==> src/rtl/cdb_arbiter_pkg.sv <==
// Shared types for the CDB arbiter: FU output packets, CDB broadcast packet and the default FU count.
// Optional feature macro used by the arbiter: CDB_RR_EN (round-robin; otherwise fixed priority).
package cdb_arbiter_pkg;

    localparam int N_FU_DEF  = 4;
    localparam int ROB_TAG_W = 5;
    localparam int XLEN      = 32;

    typedef struct packed {
        logic                 done;
        logic [ROB_TAG_W-1:0] rob_tag;
        logic [XLEN-1:0]      v;
        logic                 take_branch;
        logic [XLEN-1:0]      branch_loc;
        logic                 mispredicted;
        logic [XLEN-1:0]      origin_PC;
    } FU_OUT_PACKET;

    typedef struct packed {
        logic                 valid;
        logic [ROB_TAG_W-1:0] rob_tag;
        logic [XLEN-1:0]      v;
        logic                 take_branch;
        logic [XLEN-1:0]      branch_loc;
        logic                 mispredicted;
        logic [XLEN-1:0]      origin_PC;
    } CDB_PACKET;

    // Payload is copied field by field; valid is forced high for a real grant.
    function automatic CDB_PACKET fu_to_cdb(input FU_OUT_PACKET f);
        CDB_PACKET c;
        c.valid        = 1'b1;
        c.rob_tag      = f.rob_tag;
        c.v            = f.v;
        c.take_branch  = f.take_branch;
        c.branch_loc   = f.branch_loc;
        c.mispredicted = f.mispredicted;
        c.origin_PC    = f.origin_PC;
        return c;
    endfunction

endpackage

==> src/rtl/cdb_arbiter_rr_pick.sv <==
// Masked priority encoder: first set request at or above ptr, wrapping modulo N.
// With ptr tied to 0 it degenerates to a plain lowest-index-wins encoder.
module rr_pick #(
    parameter int N     = 4,
    parameter int PTR_W = $clog2(N)
) (
    input  logic [N-1:0]     req,
    input  logic [PTR_W-1:0] ptr,
    output logic [N-1:0]     gnt,
    output logic [PTR_W-1:0] idx,
    output logic             any
);

    always_comb begin
        int j;
        j   = 0;
        gnt = '0;
        idx = '0;
        any = 1'b0;
        for (int k = 0; k < N; k++) begin
            j = (int'(ptr) + k) % N;
            if (!any && req[j]) begin
                any    = 1'b1;
                gnt[j] = 1'b1;
                idx    = PTR_W'(j);
            end
        end
    end

endmodule

==> src/rtl/cdb_arbiter.sv <==
// Common Data Bus arbiter: grants one done FU per cycle and registers its result as the CDB broadcast.
// `define CDB_RR_EN for round-robin selection; without it the lowest-index FU always wins.
module cdb_arbiter
    import cdb_arbiter_pkg::*;
#(
    parameter int N_FU  = N_FU_DEF,
    parameter int PTR_W = $clog2(N_FU)
) (
    input  logic             clock,
    input  logic             reset,
    input  logic             squash,
    input  logic             cdb_stall,
    input  FU_OUT_PACKET     fu_out_packet [N_FU],
    output logic [N_FU-1:0]  ack,
    output CDB_PACKET        cdb_packet,
    output logic [PTR_W-1:0] grant_idx
);

    logic [N_FU-1:0]  req;
    logic [N_FU-1:0]  pick_gnt;
    logic [PTR_W-1:0] pick_idx;
    logic             pick_any;
    logic [PTR_W-1:0] search_base;

    always_comb begin
        req = '0;
        for (int i = 0; i < N_FU; i++) begin
            req[i] = fu_out_packet[i].done;
        end
    end

`ifdef CDB_RR_EN
    logic [PTR_W-1:0] rr_ptr;

    always_ff @(posedge clock or posedge reset) begin
        if (reset) begin
            rr_ptr <= '0;
        end else if (!squash && !cdb_stall && pick_any) begin
            rr_ptr <= (int'(pick_idx) == N_FU - 1) ? '0 : pick_idx + PTR_W'(1);
        end
    end

    assign search_base = rr_ptr;
`else
    assign search_base = '0;
`endif

    rr_pick #(.N(N_FU), .PTR_W(PTR_W)) u_pick (
        .req (req),
        .ptr (search_base),
        .gnt (pick_gnt),
        .idx (pick_idx),
        .any (pick_any)
    );

    // Squash drains every done FU at once and takes precedence over stall.
    always_comb begin
        ack = '0;
        if (reset) begin
            ack = '0;
        end else if (squash) begin
            ack = req;
        end else if (!cdb_stall) begin
            ack = pick_gnt;
        end
    end

    always_ff @(posedge clock or posedge reset) begin
        if (reset) begin
            cdb_packet <= '0;
            grant_idx  <= '0;
        end else if (squash) begin
            cdb_packet <= '0;
            grant_idx  <= '0;
        end else if (!cdb_stall && pick_any) begin
            cdb_packet <= fu_to_cdb(fu_out_packet[pick_idx]);
            grant_idx  <= pick_idx;
        end else begin
            // One-cycle broadcast: never hold a stale result on the bus.
            cdb_packet <= '0;
        end
    end

endmodule

==> config.mk <==
export PLATFORM = sky130hd
export DESIGN_NAME = cdb_arbiter
export DESIGN_NICKNAME = d
export VERILOG_FILES = /design/src/rtl/cdb_arbiter_pkg.sv /design/src/rtl/cdb_arbiter_rr_pick.sv /design/src/rtl/cdb_arbiter.sv
export SDC_FILE = /design/constraint.sdc
export NUM_CORES = 1
export LEC_CHECK = 0
export BUFFER_PORTS_ARGS = -buffer_cell sky130_fd_sc_hd__buf_2
export CORE_AREA = 5 5 205 207
export CTS_CLUSTER_SIZE = 24
export DETAILED_ROUTE_END_ITERATION = 8
export DIE_AREA = 0 0 210 212
export GPL_TIMING_DRIVEN = 1
export PLACE_DENSITY_LB_ADDON = 0.3
export SYNTH_ARGS = -nofsm -noshare
export SYNTH_HDL_FRONTEND = slang
export SYNTH_SLANG_ARGS = --single-unit
==> constraint.sdc <==
create_clock -name clock -period 4 [get_ports clock]
set_clock_uncertainty 0.2 [all_clocks]
set_input_delay 0.4 -clock clock [delete_from_list [all_inputs] [get_ports clock]]
set_output_delay 0.4 -clock clock [all_outputs]
set_load 0.02 [all_outputs]
; Word level (Yosys, flattened, before mapping)
; Cells that the tools add are included.
[op_classes]
n_reduce_logical = 9
order_cmp = 1
n_mux = 21
bitwise_logic = 1
div = 0
shift = 0
multipliers = 0
eq_ne = 0
addsub = 0
[op_table]
columns = op, count
row1 = 104-bit binary-select mux with 2-bit select, 1
row2 = 104-bit two-way mux, 2
row3 = 103-bit two-way mux, 2
row4 = 4-bit two-way mux, 4
row5 = 2-bit two-way mux, 5
row6 = 1-bit two-way mux, 6
row7 = 1-bit logical AND, 4
row8 = 1-bit logical NOT, 4
row9 = 3-bit greater-or-equal comparator (second input constant), 1
row10 = 3-bit two-way mux, 1
row11 = 2-bit inverter with 3-bit output, 1
row12 = 2-bit nonzero test, 1
[totals]
ramBits = 0
ff_bits = 106
word_cells = 40
out_inout_bits = 110
inputBits = 420
latch_bits = 0
memories = 0
mem_bits_ro = 0

; Depth between registers and ports, before layout
[logic_depth]
ltp_word = 16
mapped_depth = 6

; Cells and area by module
; From an unflattened synthesis, not the netlist that was laid out.
[unflattened]
cells_unflattened = 528
area_unflattened_um2 = 6791.5
[modules_own_cells]
columns = mod, cells_each, area_per_inst_um2, seq_area_each_um2, instances
row1 = cdb_arbiter, 483, 6372.4, 2652.5, 1
row2 = rr_pick, 45, 419.2, 0.0, 1

; Worst setup path after synthesis
; Ideal clock, no wire load.
[synth_timing]
path_type = input -> output
start = input port reset
end = output port ack[0]
slack_ps = 245
required_ps = 3400
path_stages = 2
t_arrival_ps = 3155
path_cell_list = inv_1 -> and3_1
[synth_between]
elab_chain_len = 1
[synth_lines]
columns = item, line_no
row1 = from (decl), cdb_arbiter.sv:10  ; input logic reset,
row2 = 4-bit two-way mux, cdb_arbiter.sv:59  ; if (reset) begin
row3 = to (decl), cdb_arbiter.sv:14  ; output logic [N_FU-1:0] ack,
; No other way between the ends.

; Final worst setup path
[layout_timing]
start = input port reset
end = output port ack[2]
; The elaborated chain is that of the path after synthesis.

==> results.md <==
* Number of I/O port buffers at 529
* Grt ovf at 0
* Post-synth EDFFs at 0
* Synthesized area at 5170 um2
* Initial antenna violation count at 1
* RR Endpoint: grant_idx[0]
* Share of the yosys chip area belonging to registers at 51.3%
* Post-synth top cells: a22oi_1 (206), dfrtp_1 (106), o21ai_1 (70)
* Biggest area consumer among synthesized cells: dfrtp_1
* Die area at 44500 um2
* Htree depth at 3
* Starting Density at 12.9%
* Core ar. at 40200 um2
* Max-Cap Viols at 0
* Syn avg cell area at 10.3 um2
* HPWL after DPL at 20800 um
* DRC violations left at 0
* Die height at 212 um
* Share of cells above drive strength 1 at 55.9%
* Post-CTS Setup Bufs at 0
* CP peak stage delay at 0.55 ns
* Drt pass-1 iters at 5
* CP startpoint: reset
* Critical path required time at 3.40 ns
* Root buffer cell: clkbuf_16
* Vias/cell at 4.20
* Antenna fix cells at 0
* Worst-path cell chain: dlygate4sd3_1 -> buf_2 -> nor3_1 -> buf_2
* Worst reg-to-reg setup slack at 3.00 ns
* Cells resized by post-CTS repair at 0
* RSZ-0062 raised after global routing: no
* First-pass GRT wire length at 38700 um
* CP most frequent cell: buf_2
* Synthesized flop and latch total at 106
* Core Util, Final at 21.5%
* Syn. warnings at 0
* Max-slew violations at 0
* Library cells used by synthesis at 26
* Num rows at 74
* Main flop type after synthesis: dfrtp_1
* Final hold vios at 0
* Design area at 8650 um2
* Tcrit/Tclk final at 59.2%
* Final ANT Viol Nets at 0
* PwrDens at 304 nW/um2
* Post-layout nets at 1413
* WL final at 27200 um
* Clk sinks at 106
* Iter 0 DRT Violations at 318
* Total CTS buffers at 9
* # IOs at 530
* Number of global-route vias before repair at 6584
* CP delay by family, top: buffers and inverters
* Hold WS at 0.0535 ns
* Worst Reg-to-Reg Cells at 2
* Fin crit period at 2.37 ns
* Ys async rst share at 100%
* CP Buf/Inv Count at 3
* WL per Instance at 17.8 um
* Worst slew margin at 16.4%
* Crit path max fanout at 3
* RD Place Congestion at 0.906
* FMAX at 0.422 GHz
* Mapped Cells at 501
* Post-synth top area share at 51.3%
* Largest net degree at the start of global routing at 104
* Die Wd at 210 um
* Slowest CP cell: dlygate4sd3_1
* WP data arrival at 1.77 ns
* Worst skew pair latency at 0.36 ns
* Total GRT Usage at 11.4%
* Outcome: finished, final reports clean
* Setup Total Neg Slack at 0 ns
* Critical Path Stages at 4
* Setup-failing EPs final at 0
* Leak Pwr at 4.42 nW
* Synth area leaders: dfrtp_1 (51%), a22oi_1 (30%), o21ai_1 (6.8%), o21ai_0 (3.2%), buf_2 (2.3%)
* Clock Tree Buf Depth at 2
* Most frequent cell after synthesis: a22oi_1
* Cts hold-fix bufs at 1
* Mapped Nets at 921
* DP Area at 8350 um2
* Vias at 6427
* CTS tree: done
* Clock-pin slew on the worst setup and hold paths at 0.08 ns
* Critical path endpoint: ack[2]
* Critical R2R Launch: grant_idx[0]
* # fillers at 4458
* Worst IR Drop VDD at 185 uV
* Area Growth Syn to Fin at 67.4%
* Worst slew pin tran at 1.25 ns
* CP Launch Type: input pin
* HP Class: input pin to flip-flop
* CP endpoint kind: primary output
* Crit Path Category: input pin to primary output
## through the flow
stage / total power, mW / setup WS (ns) / cells
3_3_place_gp: 1.75 / 1.38 / 1513
4_1_cts: 2.70 / 1.58 / 1530
5_1_grt: 2.80 / 1.60 / 1530
3_5_place_dp: 1.75 / 1.39 / 1513
2_1_floorplan: 1.41 / 0.245 / 501
6_report: 2.63 / 1.63 / 1530
## worst min path at each step
stage                        from             end  cells after the start
6_report       fu_out_packet[326]  cdb_packet[14]                      3
5_1_grt        fu_out_packet[366]  cdb_packet[54]                      3
4_1_cts        fu_out_packet[323]  cdb_packet[11]                      3
3_5_place_dp                reset   cdb_packet[4]                      2
3_3_place_gp                reset   cdb_packet[4]                      2
2_1_floorplan  fu_out_packet[312]   cdb_packet[0]                      2
## cell usage in the layout (no fill, tap or decap), types with 2 or more instances in the layout
master and instances:
buf_2 528, a22oi_1 206, dfrtp_1 106, o21ai_1 70, o21ai_0 33, clkbuf_16 9
nor2_1 8, buf_4 5, buf_12 5, nor3_1 4, inv_1 2, clkbuf_8 2
clkinv_4 2
## cells by family after synthesis
group	synth area share (%)
compound gates	40.8
simple gates	2.35
flops	51.3
buf+inv	5.54
## sequential cells by signal, summed over array words and instances, names as in the netlist
register and flops:
cdb_packet 104, grant_idx 2
## power breakdown
part | switching, mW | leakage (nW) | internal [mW]
sequential | 0.0161 | 1.43 | 1.12
clock | 0.442 | 0.139 | 0.463
combinational | 0.323 | 2.85 | 0.264
## layout make-up
class / instances / area [um2] / area share, %
Sequential cell: 106 / 2650 / 30.7
Tap cell: 532 / 666 / 7.69
Clock inverter: 4 / 33.8 / 0.390
Timing Repair Buffer: 539 / 2790 / 32.2
Clock buffer: 12 / 256 / 2.96
Multi-Input combinational cell: 334 / 2240 / 25.9
Inverter: 3 / 13.8 / 0.159
## worst register-to-register path: cells and delay by family (launching register included)
kind	cells	cell delay, ns
compound gates	2	0.33
flops	1	0.39
## layer usage
metal | vias up | part of all wire [%] | GRT usage (%)
li1 | 2968 | - | -
met1 | 3042 | 37 | 12.6
met2 | 368 | 49 | 19.4
met3 | 47 | 9.6 | 4.00
met4 | 2 | 4.2 | 5.63
met5 | - | 0.092 | 0
No activity file was read; power rests on OpenSTA's default activity.
